--- config.mk ---
export PLATFORM = sky130hd
export DESIGN_NAME = fifo_wr_arbiter
export DESIGN_NICKNAME = d
export VERILOG_FILES = /design/src/rtl/nop_arb_pkg.sv /design/src/rtl/fifo_wr_arbiter_rr_pick.sv /design/src/rtl/fifo_wr_arbiter.sv
export SDC_FILE = /design/constraint.sdc
export NUM_CORES = 1
export LEC_CHECK = 0
export ABC_AREA = 1
export CAP_MARGIN = 20
export CORE_ASPECT_RATIO = 0.6
export CORE_UTILIZATION = 28
export CTS_CLUSTER_SIZE = 24
export DETAILED_ROUTE_END_ITERATION = 8
export PLACE_DENSITY = 0.77
export SYNTH_ARGS = -nofsm -noshare
export SYNTH_HDL_FRONTEND = slang
export SYNTH_SLANG_ARGS = --single-unit
--- constraint.sdc ---
create_clock -name clk -period 1.65 [get_ports clk]
set_clock_uncertainty 0.15 [all_clocks]
set_input_delay 0.4125 -clock clk [delete_from_list [all_inputs] [get_ports clk]]
set_output_delay 0.4125 -clock clk [all_outputs]
set_load 0.01 [all_outputs]
--- src/rtl/nop_arb_pkg.sv ---
// Shared types for the FIFO write-port arbiter: FSM state encoding and the
// grant index width helper used to size grant_id and the round-robin pointer.
package nop_arb_pkg;

    typedef enum logic {
        IDLE   = 1'b0,
        LOCKED = 1'b1
    } arb_state_e;

    function automatic int grant_w(input int n);
        return (n > 1) ? $clog2(n) : 1;
    endfunction

endpackage

--- src/rtl/fifo_wr_arbiter_rr_pick.sv ---
// Round-robin picker: first set bit of req searching upward from base, modulo NUM_REQ.
// Latency: purely combinational.
// Backpressure: none; the caller decides when the winner is consumed.
module rr_pick
    import nop_arb_pkg::*;
#(
    parameter int NUM_REQ = 4,
    parameter int IDX_W   = grant_w(NUM_REQ)
) (
    input  logic [NUM_REQ-1:0] req,
    input  logic [IDX_W-1:0]   base,
    output logic [IDX_W-1:0]   winner,
    output logic               any_vld
);

    // Walk offsets from the far end back to zero so the closest requester to base wins.
    always_comb begin
        winner  = '0;
        any_vld = |req;
        for (int i = NUM_REQ - 1; i >= 0; i--) begin
            if (req[(int'(base) + i) % NUM_REQ]) begin
                winner = IDX_W'((int'(base) + i) % NUM_REQ);
            end
        end
    end

endmodule

--- src/rtl/fifo_wr_arbiter.sv ---
// Packet/flit round-robin arbiter for one FIFO write port; FIFO_WR_ARB_PKT_LOCK_EN keeps ownership until req_last.
// Latency: one arbitration cycle before the first accepted flit, then one flit per cycle.
// Backpressure: fifo_full stalls the owner in place; ownership is retained while stalled.
module fifo_wr_arbiter
    import nop_arb_pkg::*;
#(
    parameter  int NUM_REQ    = 4,
    parameter  int DATA_WIDTH = 16,
    localparam int GW         = grant_w(NUM_REQ)
) (
    input  logic                          clk,
    input  logic                          rstn,
    input  logic [NUM_REQ-1:0]            req_valid,
    input  logic [NUM_REQ*DATA_WIDTH-1:0] req_data,
    input  logic [NUM_REQ-1:0]            req_last,
    output logic [NUM_REQ-1:0]            req_ready,
    output logic [DATA_WIDTH-1:0]         fifo_wr_data,
    output logic                          fifo_wr_en,
    input  logic                          fifo_full,
    output logic [GW-1:0]                 grant_id,
    output logic                          busy
);

    if (NUM_REQ < 2 || NUM_REQ > 16) begin : g_bad_num_req
        $error("fifo_wr_arbiter: NUM_REQ must be in 2..16");
    end

    arb_state_e    state;
    arb_state_e    state_nxt;
    logic [GW-1:0] rr_ptr;
    logic [GW-1:0] rr_ptr_nxt;
    logic [GW-1:0] grant_nxt;
    logic [GW-1:0] win_idx;
    logic          win_vld;
    logic          owner_vld;
    logic          tail;

    rr_pick #(
        .NUM_REQ (NUM_REQ),
        .IDX_W   (GW)
    ) u_rr_pick (
        .req     (req_valid),
        .base    (rr_ptr),
        .winner  (win_idx),
        .any_vld (win_vld)
    );

    assign owner_vld = req_valid[grant_id];

`ifdef FIFO_WR_ARB_PKT_LOCK_EN
    assign tail = req_last[grant_id];
`else
    // Flit-level arbitration: every accepted flit releases the port.
    logic unused_req_last;
    assign unused_req_last = ^req_last;
    assign tail            = 1'b1;
`endif

    always_comb begin
        state_nxt    = state;
        grant_nxt    = grant_id;
        rr_ptr_nxt   = rr_ptr;
        fifo_wr_en   = 1'b0;
        fifo_wr_data = '0;
        req_ready    = '0;
        case (state)
            IDLE: begin
                if (win_vld) begin
                    state_nxt = LOCKED;
                    grant_nxt = win_idx;
                end
            end
            LOCKED: begin
                fifo_wr_en          = owner_vld & ~fifo_full;
                fifo_wr_data        = req_data[grant_id*DATA_WIDTH +: DATA_WIDTH];
                req_ready[grant_id] = fifo_wr_en;
                // A stalled tail is not accepted, so the lock only drops on a real write.
                if (fifo_wr_en && tail) begin
                    state_nxt  = IDLE;
                    rr_ptr_nxt = (grant_id == GW'(NUM_REQ - 1)) ? '0 : grant_id + 1'b1;
                end
            end
            default: state_nxt = IDLE;
        endcase
    end

    always_ff @(posedge clk or negedge rstn) begin
        if (!rstn) begin
            state <= IDLE;
        end else begin
            state <= state_nxt;
        end
    end

    always_ff @(posedge clk or negedge rstn) begin
        if (!rstn) begin
            grant_id <= '0;
            rr_ptr   <= '0;
        end else begin
            grant_id <= grant_nxt;
            rr_ptr   <= rr_ptr_nxt;
        end
    end

    assign busy = (state == LOCKED);

endmodule

# After elaboration in Yosys (flattened, before gate mapping)
# Index checks and enable logic that the tools add are counted.
# totals
input_bits	75
reg_bits	5
# classes
n_lt_le_gt_ge	6
shift	1
eq_ne	1
mux	26
n_reduce_logical	7
bitwise_logic	7
add_sub_neg	4
# ops
op	count
indexed part select 64 x 7 -> 16 bit	1
two-way mux 16 bit	1
< comparator 3 x 4 -> 1 bit, second input constant	3
two-way mux 1 bit	12
binary-select mux 1 bit (select 2 bit)	5
two-way mux 2 bit	5
< comparator 2 x 3 -> 1 bit, second input constant	2
OR reduction 2 bit	3
adder 2 x 1 -> 2 bit, second input constant	2
adder 2 bit, second input constant	2
bitwise AND 4 bit	1
two-way mux 4 bit	1
AND reduction 2 bit	2
OR reduction 4 bit	1
bitwise AND 1 bit, first input constant	3
demux 1 bit (select 2 bit)	1
equality test 2 bit, second input constant	1
greater-or-equal comparator 2 x 1 -> 1 bit, second input constant	1
inverter 1 bit	2
case mux 1 bit (2 select lines)	1
bitwise AND 1 bit	1
logical AND 1 bit	1

# Longest topological paths before layout
# logic_depth
word_depth	10
ltp_mapped	12
ltp_nobuf	11

# Modules after synthesis
# Synthesis repeated with hierarchy kept, for this count alone.
# hier_totals
hier_cells	213
area_unflattened_um2	1141.1
# by_module_without_submodules
module	n_inst	cells_per_inst	area_per_inst_um2	seq_area_each_um2
fifo_wr_arbiter	1	167	952.2	125.1
rr_pick	1	46	188.9	0.0

# Worst setup path before layout
# No wires, ideal clock.
# synth_timing
kind	reg-to-output
start	register grant_id[1]
end	output req_ready[0]
arrival_time_ps	1265
t_required_ps	1087
path_stages_with_launch	6
path_slack_ps	-177
path_buffers	1
path_cell_list	dfrtp_1 > inv_2 > clkbuf_1 > ha_1 > inv_1 > nor2_1
# synth_via
elab_chain_cells	6
# synth_lines
element	line	rtl
start, declared	fifo_wr_arbiter.sv:20	output logic [GW-1:0] grant_id,
start signal, assigned	fifo_wr_arbiter.sv:100	grant_id <= grant_nxt;
< comparator 2 x 3 -> 1 bit (implied by the code) or greater-or-equal comparator 2 x 1 -> 1 bit (tied branches)	fifo_wr_arbiter.sv:76	req_ready[grant_id] = fifo_wr_en;
logical AND 1 bit (implied by the code)	fifo_wr_arbiter.sv:76	
two-way mux 1 bit (implied by the code)	fifo_wr_arbiter.sv:76	
demux 1 bit (select 2 bit)	fifo_wr_arbiter.sv:76	
bitwise AND 4 bit (no source line) (*)	n/a	
two-way mux 4 bit (*)	fifo_wr_arbiter.sv:66	case (state)
end, declared	fifo_wr_arbiter.sv:16	output logic [NUM_REQ-1:0] req_ready,
# Every way passes the cells marked *; elsewhere a longest branch is shown, timed or not. The select of a mux whose other input is x is not followed.

# Worst setup path after layout
# layout_timing
start	register grant_id[0]
end	output fifo_wr_data[5]
# layout_via
elab_chain_cells	2
# layout_lines
element	line	rtl
indexed part select 64 x 7 -> 16 bit	fifo_wr_arbiter.sv:75	fifo_wr_data = req_data[grant_id*DATA_WIDTH +: DATA_WIDTH];
two-way mux 16 bit	fifo_wr_arbiter.sv:66	
end, declared	fifo_wr_arbiter.sv:17	output logic [DATA_WIDTH-1:0] fifo_wr_data,
# No other way between the ends.

==> flow_metrics.env <==
export IMPL_finalWirelength_um=5160
export IMPL_grt_max_degree=28
export IMPL_yosysSeqAreaShare=0.113
export IMPL_final_cell_area_mm2=0.00256
export IMPL_rows=17
export IMPL_cts_tree="done"
export IMPL_antenna_found_initial=0
export IMPL_drt_iter0_markers=81
export IMPL_cts_max_level=1
export IMPL_multi_input_area_um2=987
export IMPL_rsz0062_at_grt="yes"
export IMPL_final_hold_viol_count=0
export IMPL_avgRoutedWirePerCell_um=13.6
export IMPL_synth_area_leader_cell="nor2_1"
export IMPL_leakage_uw=0.00117
export IMPL_synth_ff_type="dfrtp_1"
export IMPL_cts_buffer_depth=2
export IMPL_nFillCells=328
export IMPL_seq_area_um2=129
export IMPL_nets=413
export IMPL_dp_hpwl_um=3350
export IMPL_vias=1809
export IMPL_clkLatencyLatePin_ns=0.23
export IMPL_grt_pass1_wl_um=7490
export IMPL_drive_gt1_frac=0.354
export IMPL_clockRootBuffer="clkbuf_8"
export IMPL_async_flop_share=1.00
export IMPL_hold_class="input port to asynchronous set/reset pin"
export IMPL_max_freq_mhz=478
export IMPL_synth_seq_cells=5
export IMPL_cap_violations=0
export IMPL_synth_top_area_frac=0.238
export IMPL_run_status="finished with violations"
export IMPL_slew_violations=0
export IMPL_syn_inst=212
export IMPL_first_global_vias=1601
export IMPL_power_density_mw_per_mm2=1690
export IMPL_io_buffers=94
export IMPL_startpoint_type="flip-flop"
export IMPL_synth_warnings=0
export IMPL_die_area_mm2=0.00420
export IMPL_drc=0
export IMPL_worst_ir_drop_vdd_uv=757
export IMPL_end_kind="output port"
export IMPL_ys_top_cells_by_area="nor2_1, o21ai_0, dfrtp_1"
export IMPL_crit_path_start="grant_id[0]"
export IMPL_die_h_um=50.6
export IMPL_reg2reg_from="grant_id[1]"
export IMPL_detail_route_antenna_nets=0
export IMPL_die_x_um=83.1
export IMPL_core_mm2=0.00372
export IMPL_synth_edf_count=0
export IMPL_gp_congestion=0.873
export IMPL_clk_pin_slew_worst_paths_ns=0.04
export IMPL_dr_pass1_iters=4
export IMPL_period_needed_ns=2.09
export IMPL_placed_area_mm2=0.00224
export IMPL_syn_num_nets=291
export IMPL_antenna_cells=0
export IMPL_synth_cell_type_count=25
export IMPL_yosysMostFrequentCell="nor2_1"
export IMPL_yosys_top_cells_count="nor2_1, nand2_1, o21ai_0"
export IMPL_violations="setup timing"
export IMPL_areaGrowthSynthToFinish_pct=132
export IMPL_numCtsBuffers=3
export IMPL_pin_count=99
export IMPL_crit_path_max_fanout=7
export IMPL_arrival_ns=1.53
export IMPL_synthesis_area_mm2=0.00110
export IMPL_viasPerCell=4.76
export IMPL_setup_violations=21
export IMPL_tightest_slew_ns=0.276
export IMPL_initial_core_util=0.296
export IMPL_cts_sinks=5
export IMPL_fin_ws_ns=-0.443
export IMPL_place_ws_ns=-0.949
export IMPL_cp_required_ns=1.09
export IMPL_min_period_over_period=1.27
export IMPL_grt_overflow_total=0
export IMPL_relSlewSlack=0.816
export IMPL_syn_avg_cell_area_um2=5.21
export IMPL_crit_type="flip-flop to output port"
export IMPL_grt_use_total=0.221
path summary, 6_finish.rpt:
path	cells after the start	end	slack, ns
setup / recovery	8	fifo_wr_data[5]	-0.44
hold / removal	1	rr_ptr[1]	0.27
setup reg to reg	8	rr_ptr[0]	0.09
hold reg to reg	3	busy	0.50
max in group asynchronous	1	grant_id[0]	0.86
min in group clk	3	busy	0.50
sequential cells by signal, summed over array words and instances, names as in the netlist:
register	count
grant_id	2
busy	1
rr_ptr	2
through the flow:
| stage | total power (uW) | instances | utilization | setup TNS [ns] | hold slack [ns] |
|---|---|---|---|---|---|
| finish | 4320 | 380 | 0.688 | -8.28 | 0.269 |
| CTS | 3620 | 370 | 0.610 | -6.63 | 0.267 |
| detailed placement | 3450 | 359 | 0.601 | -16.91 | 0.489 |
| global route | 4690 | 380 | 0.688 | -9.95 | 0.276 |
| floorplan | 2060 | 212 | - | -0.728 | -0.0331 |
| global placement | 3400 | 359 | 0.601 | -16.46 | 0.485 |
logic make-up after synthesis:
| group | synth area share |
|---|---|
| flops | 0.113 |
| fa+ha+maj | 0.0454 |
| compound gates | 0.279 |
| buf+inv | 0.134 |
| simple gates | 0.429 |
cell usage in the layout (no fill, tap or decap), drive strengths merged:
| cell | instances |
|---|---|
| nor2 | 70 |
| ha | 4 |
| dlygate4sd2 | 13 |
| dfrtp | 5 |
| buf | 55 |
| clkinv | 3 |
| a31oi | 1 |
| nand3 | 9 |
| a21oi | 19 |
| o211ai | 1 |
| o21ai | 35 |
| clkdlybuf4s50 | 57 |
| clkbuf | 8 |
| nand4 | 1 |
| inv | 15 |
| nand2 | 37 |
power by group:
part,switching [uW],leakage (uW),internal (uW)
registers,118,0.0000549,190
logic,1950,0.00110,1830
clock network,69.6,0.0000228,167
total,2130,0.00117,2190
worst max-delay path, stage by stage, from the launching register on:
cell and delay (ns):
dfrtp_2 0.39, buf_12 0.12, buf_6 0.10, clkbuf_16 0.16, nor2_4 0.03, nor2_1 0.10
o21ai_1 0.10, a21oi_2 0.16, buf_2 0.15
per-layer routing:
layer / share of wire / vias to the layer above / wire [um] / global-route usage
li1: - / 925 / - / -
met1: 0.48 / 814 / 2460 / 0.307
met2: 0.45 / 64 / 2300 / 0.354
met3: 0.071 / 6 / 365 / 0.0444
met4: 0.0085 / 0 / 44 / 0.0460
met5: 0 / - / 0 / 0
cell type report:
class / instances / share of cell area
clock buffers: 4 / 0.0176
flip-flops and latches: 5 / 0.0503
inverters: 18 / 0.0327
multi-input cells: 177 / 0.386
well taps: 47 / 0.0230
repair buffers: 129 / 0.491
what timing repair did:
| action | in CTS | in global routing |
|---|---|---|
| gates cloned | 1 | 5 |
| pin swaps | 23 | 25 |
| resized for setup | 136 | 55 |
| setup endpoints to repair | 28 | 26 |
| hold buffers | 0 | 0 |
| setup buffers | 7 | 5 |
No activity file was read; power rests on OpenSTA's default activity.
